$ cat config.mk
export PLATFORM = sky130hd
export DESIGN_NAME = ac_motor_gate_guard
export DESIGN_NICKNAME = d
export VERILOG_FILES = /design/src/rtl/ac_motor_gate_guard_pkg.sv /design/src/rtl/ac_motor_fault_filter.sv /design/src/rtl/ac_motor_gate_guard.sv
export SDC_FILE = /design/constraint.sdc
export NUM_CORES = 1
export LEC_CHECK = 0
export BUFFER_PORTS_ARGS = -buffer_cell sky130_fd_sc_hd__buf_2
export CAP_MARGIN = 15
export CORE_UTILIZATION = 25
export DETAILED_ROUTE_END_ITERATION = 10
export HOLD_SLACK_MARGIN = 0.03
export PLACE_DENSITY_LB_ADDON = 0.08
export SYNTH_ARGS = -nofsm -noshare
export SYNTH_HDL_FRONTEND = slang
export SYNTH_HIERARCHICAL = 1
export SYNTH_SLANG_ARGS = --single-unit
$ cat constraint.sdc
create_clock -name clk -period 4.7 [get_ports clk]
set_clock_uncertainty 0.2 [all_clocks]
set_input_delay 0 -clock clk [delete_from_list [all_inputs] [get_ports clk]]
set_output_delay 0 -clock clk [all_outputs]
set_load 0.02 [all_outputs]
$ cat src/rtl/ac_motor_gate_guard_pkg.sv
// Shared state encoding and fault-cause codes for the three-phase gate output guard.
package ac_motor_gate_guard_pkg;

    typedef enum logic [1:0] {
        ST_OFF       = 2'd0,
        ST_PRECHARGE = 2'd1,
        ST_RUN       = 2'd2,
        ST_FAULT     = 2'd3
    } state_t;

    localparam logic [2:0] FC_NONE = 3'b000;
    localparam logic [2:0] FC_LEG1 = 3'b001;
    localparam logic [2:0] FC_LEG2 = 3'b010;
    localparam logic [2:0] FC_LEG3 = 3'b011;
    localparam logic [2:0] FC_OVC  = 3'b100;

    // shoot[0] is leg 1; overcurrent outranks every leg, lower leg numbers outrank higher.
    function automatic logic [2:0] fault_cause(input logic ovc, input logic [2:0] shoot);
        logic [2:0] code;
        code = FC_NONE;
        if (ovc)           code = FC_OVC;
        else if (shoot[0]) code = FC_LEG1;
        else if (shoot[1]) code = FC_LEG2;
        else if (shoot[2]) code = FC_LEG3;
        return code;
    endfunction

endpackage

$ cat src/rtl/ac_motor_fault_filter.sv
// Two-flop synchroniser for the overcurrent comparator followed by a saturating
// run-length counter; ovc_trip asserts once FAULT_FILT consecutive high samples are seen.
module ac_motor_fault_filter #(
    parameter int FAULT_FILT = 4
) (
    input  logic clk,
    input  logic reset_n,
    input  logic fault_in,
    output logic fault_s,
    output logic ovc_trip
);
    localparam int CW = $clog2(FAULT_FILT + 1);
    localparam logic [CW-1:0] CNT_MAX = CW'(FAULT_FILT);

    logic          sync1_q;
    logic          sync2_q;
    logic [CW-1:0] cnt_q;
    logic [CW-1:0] cnt_d;

    always_comb begin
        cnt_d = '0;
        if (sync2_q) begin
            cnt_d = (cnt_q == CNT_MAX) ? cnt_q : cnt_q + CW'(1);
        end
    end

    always_ff @(posedge clk or negedge reset_n) begin
        if (!reset_n) begin
            sync1_q <= 1'b0;
            sync2_q <= 1'b0;
            cnt_q   <= '0;
        end else begin
            sync1_q <= fault_in;
            sync2_q <= sync1_q;
            cnt_q   <= cnt_d;
        end
    end

    assign fault_s  = sync2_q;
    assign ovc_trip = (cnt_q == CNT_MAX);

endmodule

$ cat src/rtl/ac_motor_gate_guard.sv
// Gate-driver output stage: bootstrap precharge, shoot-through and overcurrent
// protection with a latched fault code; all gate outputs are registered.
module ac_motor_gate_guard
    import ac_motor_gate_guard_pkg::*;
#(
    parameter int PRECHARGE_CYCLES = 1000,
    parameter int FAULT_FILT       = 4
) (
    input  logic       clk,
    input  logic       reset_n,
    input  logic       enable,
    input  logic       clear,
    input  logic       fault_in,
    input  logic       s1_high,
    input  logic       s1_low,
    input  logic       s2_high,
    input  logic       s2_low,
    input  logic       s3_high,
    input  logic       s3_low,
    output logic       g1_high,
    output logic       g1_low,
    output logic       g2_high,
    output logic       g2_low,
    output logic       g3_high,
    output logic       g3_low,
    output logic       running,
    output logic       fault,
    output logic [2:0] fault_code
);
    localparam int PW = $clog2(PRECHARGE_CYCLES + 1);
    localparam logic [PW-1:0] PC_LAST   = PW'(PRECHARGE_CYCLES - 1);
    localparam logic [5:0]    LOW_SIDES = 6'b010101;

    state_t        state_q;
    logic [PW-1:0] pc_q;
    logic [5:0]    gate_q;
    logic          running_q;
    logic          fault_q;
    logic [2:0]    code_q;

    logic [5:0] req;
    logic [2:0] shoot;
    logic       fault_s;
    logic       ovc_trip;

    // Bit order {h1,l1,h2,l2,h3,l3}: leg n occupies bits 5-2n..4-2n.
    assign req = {s1_high, s1_low, s2_high, s2_low, s3_high, s3_low};

    generate
        for (genvar gi = 0; gi < 3; gi++) begin : g_shoot
            assign shoot[gi] = req[2*(2-gi)+1] & req[2*(2-gi)];
        end
    endgenerate

    ac_motor_fault_filter #(
        .FAULT_FILT(FAULT_FILT)
    ) u_fault_filter (
        .clk     (clk),
        .reset_n (reset_n),
        .fault_in(fault_in),
        .fault_s (fault_s),
        .ovc_trip(ovc_trip)
    );

    always_ff @(posedge clk or negedge reset_n) begin
        if (!reset_n) begin
            state_q   <= ST_OFF;
            pc_q      <= '0;
            gate_q    <= '0;
            running_q <= 1'b0;
            fault_q   <= 1'b0;
            code_q    <= FC_NONE;
        end else if (state_q != ST_FAULT && (ovc_trip || (|shoot))) begin
            // Protection wins over enable/clear and blanks the offending request on this edge.
            state_q   <= ST_FAULT;
            gate_q    <= '0;
            running_q <= 1'b0;
            fault_q   <= 1'b1;
            code_q    <= fault_cause(ovc_trip, shoot);
        end else begin
            case (state_q)
                ST_OFF: begin
                    gate_q    <= '0;
                    running_q <= 1'b0;
                    if (enable) begin
                        state_q <= ST_PRECHARGE;
                        pc_q    <= '0;
                        gate_q  <= LOW_SIDES;
                    end
                end
                ST_PRECHARGE: begin
                    if (!enable) begin
                        state_q <= ST_OFF;
                        gate_q  <= '0;
                    end else if (pc_q == PC_LAST) begin
                        state_q   <= ST_RUN;
                        gate_q    <= req;
                        running_q <= 1'b1;
                    end else begin
                        pc_q   <= pc_q + PW'(1);
                        gate_q <= LOW_SIDES;
                    end
                end
                ST_RUN: begin
                    if (!enable) begin
                        state_q   <= ST_OFF;
                        gate_q    <= '0;
                        running_q <= 1'b0;
                    end else begin
                        gate_q <= req;
                    end
                end
                ST_FAULT: begin
                    gate_q    <= '0;
                    running_q <= 1'b0;
                    if (clear && !ovc_trip && !fault_s) begin
                        state_q <= ST_OFF;
                        fault_q <= 1'b0;
                        code_q  <= FC_NONE;
                    end
                end
                default: begin
                    state_q   <= ST_OFF;
                    gate_q    <= '0;
                    running_q <= 1'b0;
                end
            endcase
        end
    end

    assign {g1_high, g1_low, g2_high, g2_low, g3_high, g3_low} = gate_q;
    assign running    = running_q;
    assign fault      = fault_q;
    assign fault_code = code_q;

endmodule
==> reports/results.tsv <==
metric	value	unit
sequential element share of the synthesized area	47.5	%
clk buf depth	2	
die width	78.8	um
period utilization	54.4	%
setup tns final	0	ns
Final nets	192	
CP Class	reg2reg	
Layout Utilization	32.0	%
Yosys reg bits	28	
Rel. slew slack	55.3	%
Worst path slowest cell	dfrtp_1	
EDFF count, synth	0	
crit path max fanout	12	
Core ar.	0.00561	sq mm
Synth area leaders	dfrtp_1 48%, nand2_1 3.8%, a21oi_1 3.1%	
synthesized netlist cell count	146	
post-synth net total	160	
Avg Inst Size Synth	10.1	sq um
min cycle time layout	2.56	ns
H-tree lvl count	1	
first-pass GRT wire length	5920	um
DR vias/cell	5.06	
Critical Path, Cell by Cell	inv_1 -> ha_1 -> and2_4 -> a21oi_2 -> nand4_2 -> or2_1 -> o41ai_1	
Finish-stage setup viols	0	
share of the synthesized area in the top cell type	47.5	%
Starting Density	26.3	%
YS warnings	6	
CTS buffer count	3	
CTS tree	done	
initial antenna violation count	0	
std cell rows	27	
DRC errors left	0	
Mapped Area	0.00147	sq mm
largest net degree at the start of global routing	29	
Layout Area Growth over Synthesis	21.8	%
DRT iter0 DRCs	49	
final WL	3540	um
CP startpoint kind	register	
worst hold path type	in2async	
Clock Sinks	28	
area leader, netlist	dfrtp_1	
status	complete, no violations	
FFs w/ async S/R, synth	100	%
Post-Synth Simple-Gate Area	22.2	%
Compound-Gate Fraction of Synth Area	22.5	%
Tot GR Track Use	12.2	%
critical path's largest stage delay	0.41	ns
clk slew on worst S/H paths	0.10	ns
Via Count	1256	
Yosys cell types	52	
Main synth FF type	dfrtp_1	
maxcap violations	0	
fraction of layout cells with a size suffix above 1	20.5	%
Final HPWL DP	2480	um
buffer type at the clock tree root	clkbuf_8	
fmax	391	MHz
IO Count	22	
DIE HEIGHT	78.8	um
mux cell area share after synthesis	0.764	%
RSZ-0062 raised after global routing	no	
Post-DRT Antenna Nets	0	
DRT Pass-1 Iters	4	
Max VDD drop	0.127	mV
main combinational cell family by area after synthesis	compound AO/OA/AOI/OAI gates	
XOR/XNOR Fraction of Synth Area	0	%
routed len/inst	14.3	um
CP arrival	2.51	ns
adder-cell area share of the yosys netlist	2.55	%
Fillers	598	
Final Wtd Congestion	0.727	
Worst-Skew Late Latency	0.27	ns
Max Slew Vio Count	0	
gr ovfl total	0	
Power Density	432	mW/mm^2
n_diodes	0	
vias in the first global route	1206	
Worst setup EP type	register	
Die ar.	0.00621	sq mm
Fin. Hold Viols	0	
Req. time, crit path	4.65	ns
leakage power	0.790	nW
Resize count post-CTS	0	
R2R depth	7	
port bufs	21	
Slew @ Worst Pin	0.671	ns
-- cell usage in the layout (no fill, tap or decap), drive strengths merged, types with 2 or more instances in the layout --
master	instances
ha	3
a21boi	2
buf	21
or4	2
o31ai	3
nor4	3
inv	7
nand2b	2
and2	6
o311a	2
nand2	15
dlygate4sd3	12
nand3	7
and3	2
dfrtp	28
nor2	4
o21ai	9
nand4	5
a21oi	10
a22o	4
o41ai	3
clkbuf	3
-- final timing paths --
check | start | end | slack [ns]
setup / recovery | u_fault_filter/cnt_q[0]$_DFFE_PN0P_ | pc_q[4]$_DFFE_PN0P_ | 2.14
hold / removal | reset_n | gate_q[5]$_DFF_PN0_ | 0.09
setup reg to reg | u_fault_filter/cnt_q[0]$_DFFE_PN0P_ | pc_q[4]$_DFFE_PN0P_ | 2.14
hold reg to reg | u_fault_filter/sync1_q$_DFF_PN0_ | u_fault_filter/fault_s$_DFF_PN0_ | 0.16
max in group asynchronous | reset_n | pc_q[4]$_DFFE_PN0P_ | 3.78
min in group clk | u_fault_filter/sync1_q$_DFF_PN0_ | u_fault_filter/fault_s$_DFF_PN0_ | 0.16
-- cells by family (layout without fill, tap and decap cells) --
group                      count (synthesis)  in the layout
and+or+nand+nor                           56             56
AOI/OAI and AO/OA                         44             44
adders and majority gates                  3              3
DFF                                       28             28
muxes                                      1              1
buffers and inverters                     14             44
-- metal layers --
metal  global-route usage, %  wire length (um)  up-vias
met3                    1.72                64        4
met4                    4.44                46        0
met1                    16.2              1750      621
met2                    20.2              1680       16
li1                        -                 -      615
met5                       0                 0        -
-- worst max-delay path: cells and delay by family (launching register included) --
family	cells	cell delay, ns
AO/OA/AOI/OAI	2	0.59
buffers and inverters	1	0.07
flip-flops	1	0.41
adder cells (fa/ha/maj)	1	0.23
AND/OR/NAND/NOR	3	0.94
-- what timing repair did --
| action | CTS | global route |
|---|---|---|
| endpoints found under the hold margin | 41 | 0 |
| setup buffers | 0 | 0 |
| hold buffers | 12 | 0 |
-- synth_stat cells, types with 2 or more instances --
cell type,number
inv_1,7
nand3_1,7
and3_1,2
nor2_1,4
nand2b_1,2
nor4_1,3
dfrtp_1,28
or4_1,2
buf_2,2
a21boi_0,2
o21ai_0,6
clkbuf_2,2
o311a_1,2
o21ai_2,2
nand2_1,15
ha_1,3
o41ai_1,3
o31ai_1,3
nand4_1,4
a22o_1,4
and2_1,4
a21oi_1,9
-- report_power, final --
part / internal [W] / switching, W
registers: 0.000294 / 0.0000725
clock network: 0.0000575 / 0.0000735
logic: 0.000113 / 0.000166
-- cell type report --
class	instances	area [sq um]	area share [%]
Multi-Input combinational cell	104	708	39.4
Timing Repair Buffer	33	225	12.5
Inverter	8	30.0	1.67
Tap cell	72	90.1	5.02
Clock buffer	3	41.3	2.30
Sequential cell	28	701	39.0
-- through the flow --
stage | area, sq um | hold slack (ns) | worst slack, ns | total power, W | cells
final | 1800 | 0.0880 | 2.14 | 0.000776 | 248
after detailed placement | 1630 | -0.117 | 2.14 | 0.000643 | 233
after floorplan | 1470 | -0.496 | 2.47 | 0.000560 | 146
after CTS | 1800 | 0.114 | 2.12 | 0.000789 | 248
after global placement | 1630 | -0.135 | 2.25 | 0.000638 | 233
after global routing | 1800 | 0.146 | 1.97 | 0.000843 | 248
-- flip-flops by register name, summed over array words and instances (netlist names) --
register                cells
u_fault_filter/fault_s      1
u_fault_filter/cnt_q        3
gate_q                      6
fault                       1
state_q                     2
fault_code                  3
running                     1
pc_q                       10
u_fault_filter/sync1_q      1
(Power assumes the default switching activity.)
